--- config.mk ---
export PLATFORM = sky130hd
export DESIGN_NAME = avalon_st_packet_fifo
export DESIGN_NICKNAME = d
export VERILOG_FILES = /design/src/rtl/avalon_st_fifo_pkg.sv /design/src/rtl/avalon_st_fifo_ram.sv /design/src/rtl/avalon_st_packet_fifo.sv
export SDC_FILE = /design/constraint.sdc
export NUM_CORES = 1
export LEC_CHECK = 0
export BUFFER_PORTS_ARGS = -buffer_cell sky130_fd_sc_hd__buf_4
export CELL_PAD_IN_SITES_DETAIL_PLACEMENT = 0
export CELL_PAD_IN_SITES_GLOBAL_PLACEMENT = 1
export CORE_MARGIN = 2
export CORE_UTILIZATION = 50
export DETAILED_ROUTE_END_ITERATION = 16
export PLACE_DENSITY_LB_ADDON = 0.1
export REMOVE_ABC_BUFFERS = 1
export SLEW_MARGIN = 0
export SYNTH_ARGS = -nofsm -noshare
export SYNTH_HDL_FRONTEND = slang
export SYNTH_SLANG_ARGS = --single-unit
--- constraint.sdc ---
create_clock -name clk -period 7.45 [get_ports clk]
set_input_delay 0.3725 -clock clk [delete_from_list [all_inputs] [get_ports clk]]
set_output_delay 0.3725 -clock clk [all_outputs]
set_load 0.02 [all_outputs]
--- src/rtl/avalon_st_fifo_pkg.sv ---
// avalon_st_fifo_pkg: shared helpers and sideband-word layout for the Avalon-ST packet FIFO
package avalon_st_fifo_pkg;
  function automatic int clog2(input int n);
    int r;
    r = 0;
    while ((1 << r) < n) r++;
    return r;
  endfunction
  function automatic int off_empty(input int dw);
    return dw;
  endfunction
  function automatic int off_sop(input int dw, input int ew);
    return dw + ew;
  endfunction
  function automatic int off_eop(input int dw, input int ew);
    return dw + ew + 1;
  endfunction
  function automatic int word_width(input int dw, input int ew);
    return dw + ew + 2;
  endfunction
endpackage

--- src/rtl/avalon_st_fifo_ram.sv ---
// avalon_st_fifo_ram: simple dual-port RAM with one write port and a registered read port
module avalon_st_fifo_ram #(
  parameter int WIDTH = 40,
  parameter int DEPTH = 16,
  parameter int AW = 4
) (
  input  logic             clk,
  input  logic             reset,
  input  logic             we,
  input  logic [AW-1:0]    waddr,
  input  logic [WIDTH-1:0] wdata,
  input  logic [AW-1:0]    raddr,
  output logic [WIDTH-1:0] rdata
);
  logic [WIDTH-1:0] mem [DEPTH];
  // write port; the array carries no reset so it can map onto block RAM
  always_ff @(posedge clk)
    if (we) mem[waddr] <= wdata;
  // registered read; a same-edge write is not forwarded, the old word is returned
  always_ff @(posedge clk or posedge reset)
    if (reset) rdata <= '0;
    else rdata <= mem[raddr];
endmodule

--- src/rtl/avalon_st_packet_fifo.sv ---
// avalon_st_packet_fifo: Avalon-ST FIFO with packet sideband, fill flags, flush and store-and-forward mode
module avalon_st_packet_fifo
  import avalon_st_fifo_pkg::*;
#(
  parameter int DATA_WIDTH = 36,
  parameter int EMPTY_WIDTH = 2,
  parameter int DEPTH = 16,
  parameter int ADDR_WIDTH = clog2(DEPTH),
  parameter int AF_THRESH = 12,
  parameter int AE_THRESH = 2,
  parameter int PKT_MODE = 0
) (
  input  logic                   clk,
  input  logic                   reset,
  input  logic                   flush,
  output logic                   in_ready,
  input  logic                   in_valid,
  input  logic [DATA_WIDTH-1:0]  in_data,
  input  logic                   in_startofpacket,
  input  logic                   in_endofpacket,
  input  logic [EMPTY_WIDTH-1:0] in_empty,
  input  logic                   out_ready,
  output logic                   out_valid,
  output logic [DATA_WIDTH-1:0]  out_data,
  output logic                   out_startofpacket,
  output logic                   out_endofpacket,
  output logic [EMPTY_WIDTH-1:0] out_empty,
  output logic [ADDR_WIDTH:0]    fill_level,
  output logic                   almost_full,
  output logic                   almost_empty,
  output logic                   oversize_err
);
  localparam int W = word_width(DATA_WIDTH, EMPTY_WIDTH);
  localparam int E0 = off_empty(DATA_WIDTH);
  localparam int S0 = off_sop(DATA_WIDTH, EMPTY_WIDTH);
  localparam int P0 = off_eop(DATA_WIDTH, EMPTY_WIDTH);
  localparam logic [ADDR_WIDTH:0] FULL_LVL = DEPTH[ADDR_WIDTH:0];
  localparam logic [ADDR_WIDTH:0] AF_LVL = AF_THRESH[ADDR_WIDTH:0];
  localparam logic [ADDR_WIDTH:0] AE_LVL = AE_THRESH[ADDR_WIDTH:0];
  localparam logic [ADDR_WIDTH:0] ONE = {{ADDR_WIDTH{1'b0}}, 1'b1};
  logic [ADDR_WIDTH:0] wr_ptr, rd_ptr, rd_next, pkt_count, pkt_next;
  logic live, rls, rls_set, rls_next, full, push, pop, eop_in, eop_out, avail, gate, ov_next;
  logic [W-1:0] wdata, rdata;
  assign fill_level = wr_ptr - rd_ptr;
  assign full = fill_level == FULL_LVL;
  assign in_ready = live && !full && !flush;
  assign push = in_valid && in_ready;
  assign pop = out_valid && out_ready;
  assign almost_full = fill_level >= AF_LVL;
  assign almost_empty = fill_level <= AE_LVL;
  assign wdata = {in_endofpacket, in_startofpacket, in_empty, in_data};
  assign out_data = rdata[DATA_WIDTH-1:0];
  assign out_empty = rdata[E0 +: EMPTY_WIDTH];
  assign out_startofpacket = rdata[S0];
  assign out_endofpacket = rdata[P0];
  // read-address prefetch, packet accounting, oversize release and the next output-valid
  always_comb begin
    rd_next = rd_ptr + {{ADDR_WIDTH{1'b0}}, pop};
    eop_in = push && in_endofpacket;
    eop_out = pop && out_endofpacket;
    pkt_next = (eop_in && !eop_out) ? pkt_count + ONE : (eop_out && !eop_in) ? pkt_count - ONE : pkt_count;
    rls_set = PKT_MODE != 0 && full && pkt_count == '0 && !rls;
    rls_next = rls_set ? 1'b1 : eop_out ? 1'b0 : rls;
    avail = fill_level > {{ADDR_WIDTH{1'b0}}, pop};
    gate = PKT_MODE == 0 || pkt_next != '0 || rls_next;
    ov_next = avail && gate;
  end
  // pointer, packet-count and output-valid state; flush clears everything but memory
  always_ff @(posedge clk or posedge reset)
    if (reset) begin
      wr_ptr <= '0;
      rd_ptr <= '0;
      pkt_count <= '0;
      rls <= 1'b0;
      out_valid <= 1'b0;
      oversize_err <= 1'b0;
      live <= 1'b0;
    end else if (flush) begin
      wr_ptr <= '0;
      rd_ptr <= '0;
      pkt_count <= '0;
      rls <= 1'b0;
      out_valid <= 1'b0;
      oversize_err <= 1'b0;
      live <= 1'b1;
    end else begin
      wr_ptr <= push ? wr_ptr + ONE : wr_ptr;
      rd_ptr <= rd_next;
      pkt_count <= PKT_MODE != 0 ? pkt_next : '0;
      rls <= rls_next;
      out_valid <= ov_next;
      oversize_err <= rls_set;
      live <= 1'b1;
    end
  avalon_st_fifo_ram #(.WIDTH(W), .DEPTH(DEPTH), .AW(ADDR_WIDTH)) u_ram (
    .clk(clk),
    .reset(reset),
    .we(push),
    .waddr(wr_ptr[ADDR_WIDTH-1:0]),
    .wdata(wdata),
    .raddr(rd_next[ADDR_WIDTH-1:0]),
    .rdata(rdata)
  );
endmodule

; ---- Yosys cells after proc, flatten, opt, wreduce, memory -nomap -nowiden
; Memory sizes are Yosys's and may differ from the RTL's. A register that Yosys moved wholly into a read port is not among the register bits.
; Index checks and enable logic that the tools add are counted.
; Widths: inputs -> output; s select.
[op_classes]
n_addsub = 3
magnitude_cmp = 3
eq_ne = 1
mux = 6
reduce_logical = 7
[ops]
columns = cell, n
row1 = $mux 5, 3
row2 = $add 5x1->5, 1
row3 = $add 5x1->5 const B, 1
row4 = $eq 5x5->1 const B, 1
row5 = $ge 5x4->1 const B, 1
row6 = $gt 5x1->1, 1
row7 = $le 5x2->1 const B, 1
row8 = $sub 5x5->5, 1
row9 = $logic_and 1x1->1, 4
row10 = $mux 1, 3
row11 = $logic_not 1->1, 2
row12 = $reduce_bool 2->1, 1
[totals]
regBits = 12
ram_bits = 640
in_bits = 45
output_inout_bits = 50
word_cells = 25
memories = 1
[memory_table]
columns = name, depth, word_bits, read_ports, rd_ports_with_merged_regs, wr, line_no
row1 = u_ram.mem, 16, 40, 1, 1, 1, avalon_st_fifo_ram.sv:15  ; logic [WIDTH-1:0] mem [DEPTH];

; ---- Logic depth before layout (Yosys ltp)
; Gate-level depths: netlist of the first run.
[logic_depth]
ltp_word = 8
depth_mapped = 9
ltp_nobuf = 8

; ---- Modules after synthesis
; From an unflattened synthesis of the first run, not the netlist that was laid out.
[unflattened]
hier_cells = 1137
area_unflattened_um2 = 26248.9
[by_module_without_submodules]
columns = module, instances, cells_each, area_per_inst_um2, seq_area_each_um2
row1 = avalon_st_fifo_ram, 1, 1041, 25336.8, 20219.4
row2 = avalon_st_packet_fifo, 1, 96, 912.1, 300.3

; ---- Worst setup path before layout of the first run
; OpenSTA, ideal clock, no wires.
[synth_path]
kind = register -> register
startpoint = register wr_ptr[0]
endpoint = memory u_ram.mem[1][0], enable pin
setup_ns = 0.551
arrival_ns = 6.169
t_required_ns = 6.899
path_slack_ns = 0.730
stages_incl_launch_ff = 9
n_path_buf = 0
synth_period_minus_slack_ns = 6.720
path_cell_list = dfrtp_1 -> inv_1 -> ha_1 -> fa_1 -> xnor2_2 -> and4b_1 -> nor2_1 -> o31ai_2 -> nor4b_1
[synth_between]
elab_chain_cells = 8
[synth_rtl]
columns = element, line_no
row1 = from (decl), avalon_st_packet_fifo.sv:41  ; logic [ADDR_WIDTH:0] wr_ptr, rd_ptr, rd_next, pkt_count, pkt_next;
row2 = from (signal assigned), avalon_st_packet_fifo.sv:87  ; wr_ptr <= push ? wr_ptr + ONE : wr_ptr;
row3 = $sub 5x5->5, avalon_st_packet_fifo.sv:44  ; assign fill_level = wr_ptr - rd_ptr;
row4 = named net fill_level[2], avalon_st_packet_fifo.sv:28  ; output logic [ADDR_WIDTH:0] fill_level,
row5 = $eq 5x5->1, avalon_st_packet_fifo.sv:45  ; assign full = fill_level == FULL_LVL;
row6 = $logic_not 1->1, avalon_st_packet_fifo.sv:46  ; assign in_ready = live && !full && !flush;
row7 = $logic_and 1x1->1 (2 in series), avalon_st_packet_fifo.sv:46
row8 = $logic_and 1x1->1, avalon_st_packet_fifo.sv:47  ; assign push = in_valid && in_ready;
row9 = $mux 1, avalon_st_fifo_ram.sv:18  ; if (we) mem[waddr] <= wdata;
row10 = $mux 1 (not written as such), avalon_st_fifo_ram.sv:18
row11 = to (decl), avalon_st_fifo_ram.sv:15
; The timed path passes the listed nets, and every way through them passes these cells.

; ---- Worst setup path in the final report of the first run
[layout_path]
startpoint = register wr_ptr[0]
endpoint = memory u_ram.mem[15][22], enable pin
[layout_between]
elab_chain_cells = 8
[layout_rtl]
columns = element, line_no
row1 = $sub 5x5->5, avalon_st_packet_fifo.sv:44
row2 = $eq 5x5->1, avalon_st_packet_fifo.sv:45
row3 = $logic_not 1->1, avalon_st_packet_fifo.sv:46
row4 = $logic_and 1x1->1 (2 in series), avalon_st_packet_fifo.sv:46
row5 = $logic_and 1x1->1, avalon_st_packet_fifo.sv:47
row6 = $mux 1, avalon_st_fifo_ram.sv:18
row7 = $mux 1 (not written as such), avalon_st_fifo_ram.sv:18
; Parallel ways exist; a longest one is shown, timed or not.

==> run metrics, run 1 <==
worst path required time=around 7.7 ns; worst slew pin tran=0.999 ns; Multi-input gate area=5380 um^2; Final Power=about 9.4 mW; CP bufs+invs=3; Post-synth EDFFs=640; Syn Area/Cell=24.7 um^2; Clock Skews=between 0.02 and 0.025 ns; die area=54100 um^2; PortBufs=93; Peak VDD IR=between 200 and 250 uV; TritonCTS Sinks=about 700; FF+latch area=20500 um^2; fin. max-slew vios=0; FMAX=around 0.24 GHz; Clock Tree Root=clkbuf_16; xor/xnor cell area share of the yosys netlist=0.00263; R2R setup slack=3.37 ns; largest area contributor in the netlist=edfxtp_1; Final #Nets=1259; register area share after synthesis=0.785; leakage power figure=9.66 nW; first-pass GRT wire length=82200 um; slowest stage cell, crit path=nor3_2; Final min period=~4.1 ns; Starting Density=0.507; Slew HR=0.334; Worst-path clk slew=0.06 ns; dpl cell area=27700 um^2; Hold Path Class=input port to flip-flop; Synth Flop Type=edfxtp_1; Die H=233 um; Yosys cell types=40; core outline area=51500 um^2; HPWL after DPL=25700 um; FFs w/ async S/R, synth=0.0751; Fin. Hold Viols=0; # rows=83; status=finished clean; worst path cell trace=inv_1, ha_1, fa_1, nand2b_1, o2bb2ai_1, xor2_1, o31ai_2, buf_4, nor3_2, buf_4; final setup fails=0; Synth Cell Area=approximately 26000 um^2; worst hold stages=1; pwr dens=between 300 and 400 nW/um^2; fin area=30100 um^2; most repeated library cell on the critical path=buf_4; Worst EP arrival=4.30 ns; # DRC=0; share of cells above drive strength 1=0.344; io pins=95; initial antenna violation count=0; vias=11628; maximum fanout along the worst path=33; ant diodes=0; Pre-antenna DRT Iters=5; Finished Core Util=0.583; FF+latch count, synth=692; Compound-Gate Fraction of Synth Area=0.00268; H-tree lvl count=3; final WL=around 57000 um; Synth area leaders=edfxtp_1 74%, mux4_2 16%, dfrtp_1 5.0%; detailed-route wire length per cell=29.4 um; worst hold margin=0.0680 ns; largest net degree at the start of global routing=between 100 and 150; CP top delay family=buffers and inverters; Detailed Route Iter0 Violations=approximately 1200; Final Non-Filler Cells=slightly below 2000; GRT Util Overall=0.217; CTS tree=yes; Worst path max stage delay=0.77 ns; Crit. End Element=flip-flop; synthesis-to-layout area growth=15.0%; worst-case clock buffer depth=3; number of global-route vias before repair=11808; part of the cycle the worst path needs=0.548; GPL Wtd Cong=0.756; post-synthesis mux area share=0.176; simple-gate area share of the yosys netlist=0.0128; unrepaired setup endpoints after global routing=false; Worst-Skew Late Latency=about 0.61 ns; Synth Area in Adders=0.00603; Synth top area share=0.735; Post-CTS Setup Inserts=0; Worst path depth=10; DR vias/cell=6.00; Worst setup SP type=flip-flop; synthesized instance count=1057; largest family of logic cells by synthesized area=multiplexers; Worst Setup Path Type=flip-flop to flip-flop; Fillers=approximately 3700; Ys Warns=0; maxcap violations=0; cell count after placement=~1800; total CTS buffers=71; die width=233 um; Worst Reg-to-Reg Cells=10; Routed Antenna Nets=0; gr ovfl total=0
==> per-stage QoR <==
| stage | setup slack [ns] | TNS (ns) |
|---|---|---|
| CTS | 3.33 | 0 |
| floorplan | -0.373 | -14.07 |
| global route | 3.12 | 0 |
| finish | 3.37 | 0 |
| detailed placement | 3.36 | 0 |
| global placement | 3.49 | 0 |
==> area by class of cell <==
class                           instances  share of cell area
Timing Repair Buffer                  123              0.0316
Sequential cell                       692               0.683
Inverter                               11             0.00137
Clock inverter                         29              0.0107
Tap cell                              680              0.0283
Multi-Input combinational cell        303               0.179
Clock buffer                           99              0.0660
==> state kept, by name (all words and copies together), names as in the netlist <==
name	flops
live	1
wr_ptr	5
out_valid	1
u_ram.mem	640
u_ram.rdata	40
rd_ptr	5
==> final timing paths <==
path	from	endpoint
worst max register to register	wr_ptr[0]	u_ram.mem[15][22]
worst min-delay path	in_data[4]	u_ram.mem[5][4]
max in group asynchronous	reset	u_ram.rdata[27]
worst min register to register	rd_ptr[4]	rd_ptr[4]
worst max-delay path	wr_ptr[0]	u_ram.mem[15][22]
min in group asynchronous	reset	u_ram.rdata[35]
==> cells in the final DEF (no fill, tap or decap), drive strengths merged, types with 2 or more instances in the layout <==
master    n
a211oi    3
a21oi     4
buf     122
bufinv    7
clkbuf   99
clkinv   18
conb      2
dfrtp    52
edfxtp  640
ha       11
inv      15
mux2      4
mux2i     2
mux4    200
nand2    14
nand2b    4
nand3     6
nor2     13
nor2b     5
nor3      9
nor4      8
or2       2
xnor2     5
xor2      2
==> routing by layer <==
layer | GRT usage | routed length [um] | vias to the layer above
li1 | - | - | 4809
met1 | 0.323 | 25000 | 6400
met2 | 0.338 | 27600 | 354
met3 | 0.0335 | 3220 | 65
met4 | 0.0665 | 1090 | 0
met5 | 0 | 0 | -
==> worst register-to-register path, stage by stage (launching register included) <==
cell and delay (ns):
dfrtp_1 0.39, inv_1 0.12, ha_1 0.22, fa_1 0.43, nand2b_1 0.16, o2bb2ai_1 0.16, xor2_1 0.40, o31ai_2 0.09
buf_4 0.22, nor3_2 0.77, buf_4 0.73
==> Yosys cell counts, types with 4 or more instances <==
| master | count |
|---|---|
| dfrtp_1 | 52 |
| xnor2_1 | 4 |
| clkbuf_1 | 22 |
| mux4_2 | 189 |
| nand2b_1 | 4 |
| nand2_1 | 14 |
| buf_6 | 8 |
| nor2b_1 | 5 |
| mux4_1 | 11 |
| nor3_1 | 9 |
| ha_1 | 11 |
| inv_1 | 11 |
| nor4_1 | 8 |
| a21oi_1 | 4 |
| nor2_1 | 13 |
| buf_2 | 13 |
| edfxtp_1 | 640 |
| nand3_1 | 6 |
==> repair_timing <==
item,in CTS,in global routing
gates resized for setup,0,0
hold buffers,1,0
hold endpoints to repair,7,0
==> cells by family after synthesis <==
family                     Yosys count
and+or+nand+nor                     66
xor gates and xnor gates             7
other                                2
DFF                                692
buffers and inverters               62
adders and majority gates           12
muxes                              206
AOI/OAI and AO/OA                   10
==> power by group <==
| part | total [mW] | internal (mW) | switching, mW |
|---|---|---|---|
| clock network | 3.52 | 2.10 | 1.41 |
| registers | 4.39 | 4.34 | 0.0488 |
| logic | 1.50 | 0.798 | 0.701 |
Note: power is estimated with default switching activity, not from simulation.
==> run 2: changes to the inputs <==
Clock period 7.45 ns to 3.6 ns, I/O delays scaled along.
==> run 2 against run 1 <==
  * Via count is 0.53% higher
  * Total power is 110% higher
  * Sequential share of layout area is 1.9 points lower
  * Clock power is 110% higher
  * Largest power group unchanged
  * Critical endpoint is now u_ram.mem[1][27]
  * Non-clock buffer count is 66 higher
==> run metrics, run 2 (same netlist as run 1, synthesis figures left out) <==
commonest non-fill, non-tap cell in the layout=edfxtp_1 (unchanged); cell count after placement=1832 (was 1808); ant diodes=0 (unchanged); Fin. Hold Viols=0 (unchanged); GRT Util Overall=0.209 (was 0.217); unrepaired setup endpoints after global routing=false (unchanged); reg2reg start=rd_ptr[0] (was wr_ptr[0]); worst slew pin tran=0.858 ns (was 0.999 ns); die area=54100 um^2 (unchanged); synthesis-to-layout area growth=18.4% (was 15.0%); largest register by flop count=u_ram.mem (unchanged); hold path start=out_ready (was in_data[4]); HPWL after DPL=29900 um (was 25700 um); # rows=83 (unchanged); largest net degree at the start of global routing=54 (was 127); FF+latch area=20500 um^2 (unchanged); Final Power=19.7 mW (was 9.40 mW); Die H=233 um (unchanged); maximum fanout along the worst path=40 (was 33); final WL=54000 um (was 57000 um); Worst-Skew Late Latency=0.60 ns (was 0.61 ns); worst setup margin=0.334 ns (was 3.37 ns); worst setup path start=rd_ptr[0] (was wr_ptr[0]); detailed-route wire length per cell=27.0 um (was 29.4 um); part of the cycle the worst path needs=0.907 (was 0.548); worst path cell trace=ha_1, fa_1, xnor2_2, and4b_1, nor2_1, o31ai_4, buf_4, nor4b_2, buf_12 (was inv_1, ha_1, fa_1, nand2b_1, o2bb2ai_1, xor2_1, o31ai_2, buf_4, nor3_2, buf_4); total CTS buffers=72 (was 71); TNS Setup=0 ns (unchanged); leakage power figure=10.0 nW (was 9.66 nW); gr ovfl total=0 (unchanged); PortBufs=93 (unchanged); GPL Wtd Cong=0.768 (was 0.756); H-tree lvl count=3 (unchanged); Pre-antenna DRT Iters=4 (was 5); DR vias/cell=5.83 (was 6.00); most frequent cells in the layout=640 x edfxtp_1, 189 x mux4_2, 124 x buf_4 (was 640 x edfxtp_1, 189 x mux4_2, 120 x buf_4); Detailed Route Iter0 Violations=967 (was 1160); post-place setup slack=-0.0430 ns (was 3.36 ns); Worst Setup Path Type=flip-flop to flip-flop (unchanged); max reg flops=640 (unchanged); Final #Nets=1326 (was 1259); Peak VDD IR=455 uV (was 229 uV); Clock Skews=0.0244 ns (was 0.0205 ns); Largest regs=u_ram.mem: 640 flops, u_ram.rdata: 40 flops (unchanged); Crit. End Element=flip-flop (unchanged); Worst-path clk slew=0.06 ns (about the same); Multi-input gate area=5400 um^2 (was 5380 um^2); CTS tree=yes (unchanged); fin. max-slew vios=0 (unchanged); Starting Density=0.507 (unchanged); worst-case clock buffer depth=3 (unchanged); Final min period=3.27 ns (was 4.08 ns); core outline area=51500 um^2 (unchanged); final setup fails=0 (unchanged); Worst setup SP type=flip-flop (unchanged); Hold Path Class=input port to flip-flop (unchanged); io pins=95 (unchanged); TritonCTS Sinks=692 (unchanged); status=finished clean (unchanged); number of global-route vias before repair=12251 (was 11808); Final Non-Filler Cells=2005 (was 1937); Fillers=3648 (was 3729); Routed Antenna Nets=0 (unchanged); share of cells above drive strength 1=0.348 (was 0.344); Slew HR=0.428 (was 0.334); CP top delay family=simple AND/OR/NAND/NOR gates (was buffers and inverters); # DRC=0 (unchanged); initial antenna violation count=2 (was 0); FMAX=0.306 GHz (was 0.245 GHz); slowest stage cell, crit path=fa_1 (was nor3_2); worst path required time=3.86 ns (was 7.67 ns); CP bufs+invs=2 (was 3); maxcap violations=0 (unchanged); first-pass GRT wire length=81100 um (was 82200 um); die width=233 um (unchanged); Finished Core Util=0.601 (was 0.583); pwr dens=635 nW/um^2 (was 313 nW/um^2); Worst path max stage delay=0.43 ns (was 0.77 ns); Clock Tree Root=clkbuf_16 (unchanged); vias=11690 (was 11628); Worst EP arrival=3.52 ns (was 4.30 ns)
[run 2: cell types whose count changed in the layout (fill, tap and decap cells not counted), moves of 3 or more]
cell / previous run / this run
dlygate4sd3_1: 1 / 43
buf_12: 2 / 22
clkbuf_1: 20 / 15
clkinv_2: 7 / 12
buf_4: 120 / 124
clkbuf_8: 6 / 2
clkinv_1: 11 / 15
clkbuf_16: 73 / 76
inv_6: 4 / 1
[run 2: path summary, 6_finish.rpt]
path                                     to  slack (ns)  cells past startpoint
hold / removal                    out_valid        0.25                      6
hold reg to reg                   rd_ptr[4]        0.58                      2
max in group asynchronous   u_ram.rdata[38]        2.38                      4
setup / recovery           u_ram.mem[1][27]        0.33                      9
setup reg to reg           u_ram.mem[1][27]        0.33                      9
min in group asynchronous   u_ram.rdata[21]        0.32                      3
[run 2: final cells by class]
cell class | instances | area share
Tap cell | 680 | 0.0275
Sequential cell | 692 | 0.663
Multi-Input combinational cell | 303 | 0.174
Clock buffer | 93 | 0.0642
Timing Repair Buffer | 189 | 0.0582
Inverter | 11 | 0.00133
Clock inverter | 37 | 0.0109
[run 2: tightest hold or removal path: stages]
cell     delay (ns)
buf_4          0.07
and2_1         0.20
ha_1           0.15
nor2_1         0.04
nor2_1         0.08
a31oi_1        0.08
[run 2: repair_timing]
action / 4_1_cts / 5_1_grt
gates resized for setup: 1 / 1
endpoints found under the setup margin: 86 / 1
hold endpoints to repair: 683 / 0
setup buffers: 0 / 0
hold buffers: 43 / 0
[run 2: layer usage]
metal | GRT usage | vias to the layer above | wire length (um)
met3 | 0.0328 | 60 | 2620
met4 | 0.0589 | 0 | 919
met2 | 0.318 | 336 | 25800
met5 | 0 | - | 0
met1 | 0.317 | 6338 | 24700
li1 | - | 4956 | -
[run 2: power by group]
part	switching [mW]	internal, mW	total [mW]
sequential	0.0730	8.98	9.05
combinational	1.58	1.76	3.34
clock	2.94	4.32	7.26
[run 2: metrics by stage]
step / area (um^2) / hold slack [ns]
floorplan: 25800 / 0.243
CTS: 30900 / 0.226
global placement: 28200 / 0.415
finish: 30900 / 0.253
detailed placement: 28200 / 0.427
global route: 30900 / 0.299
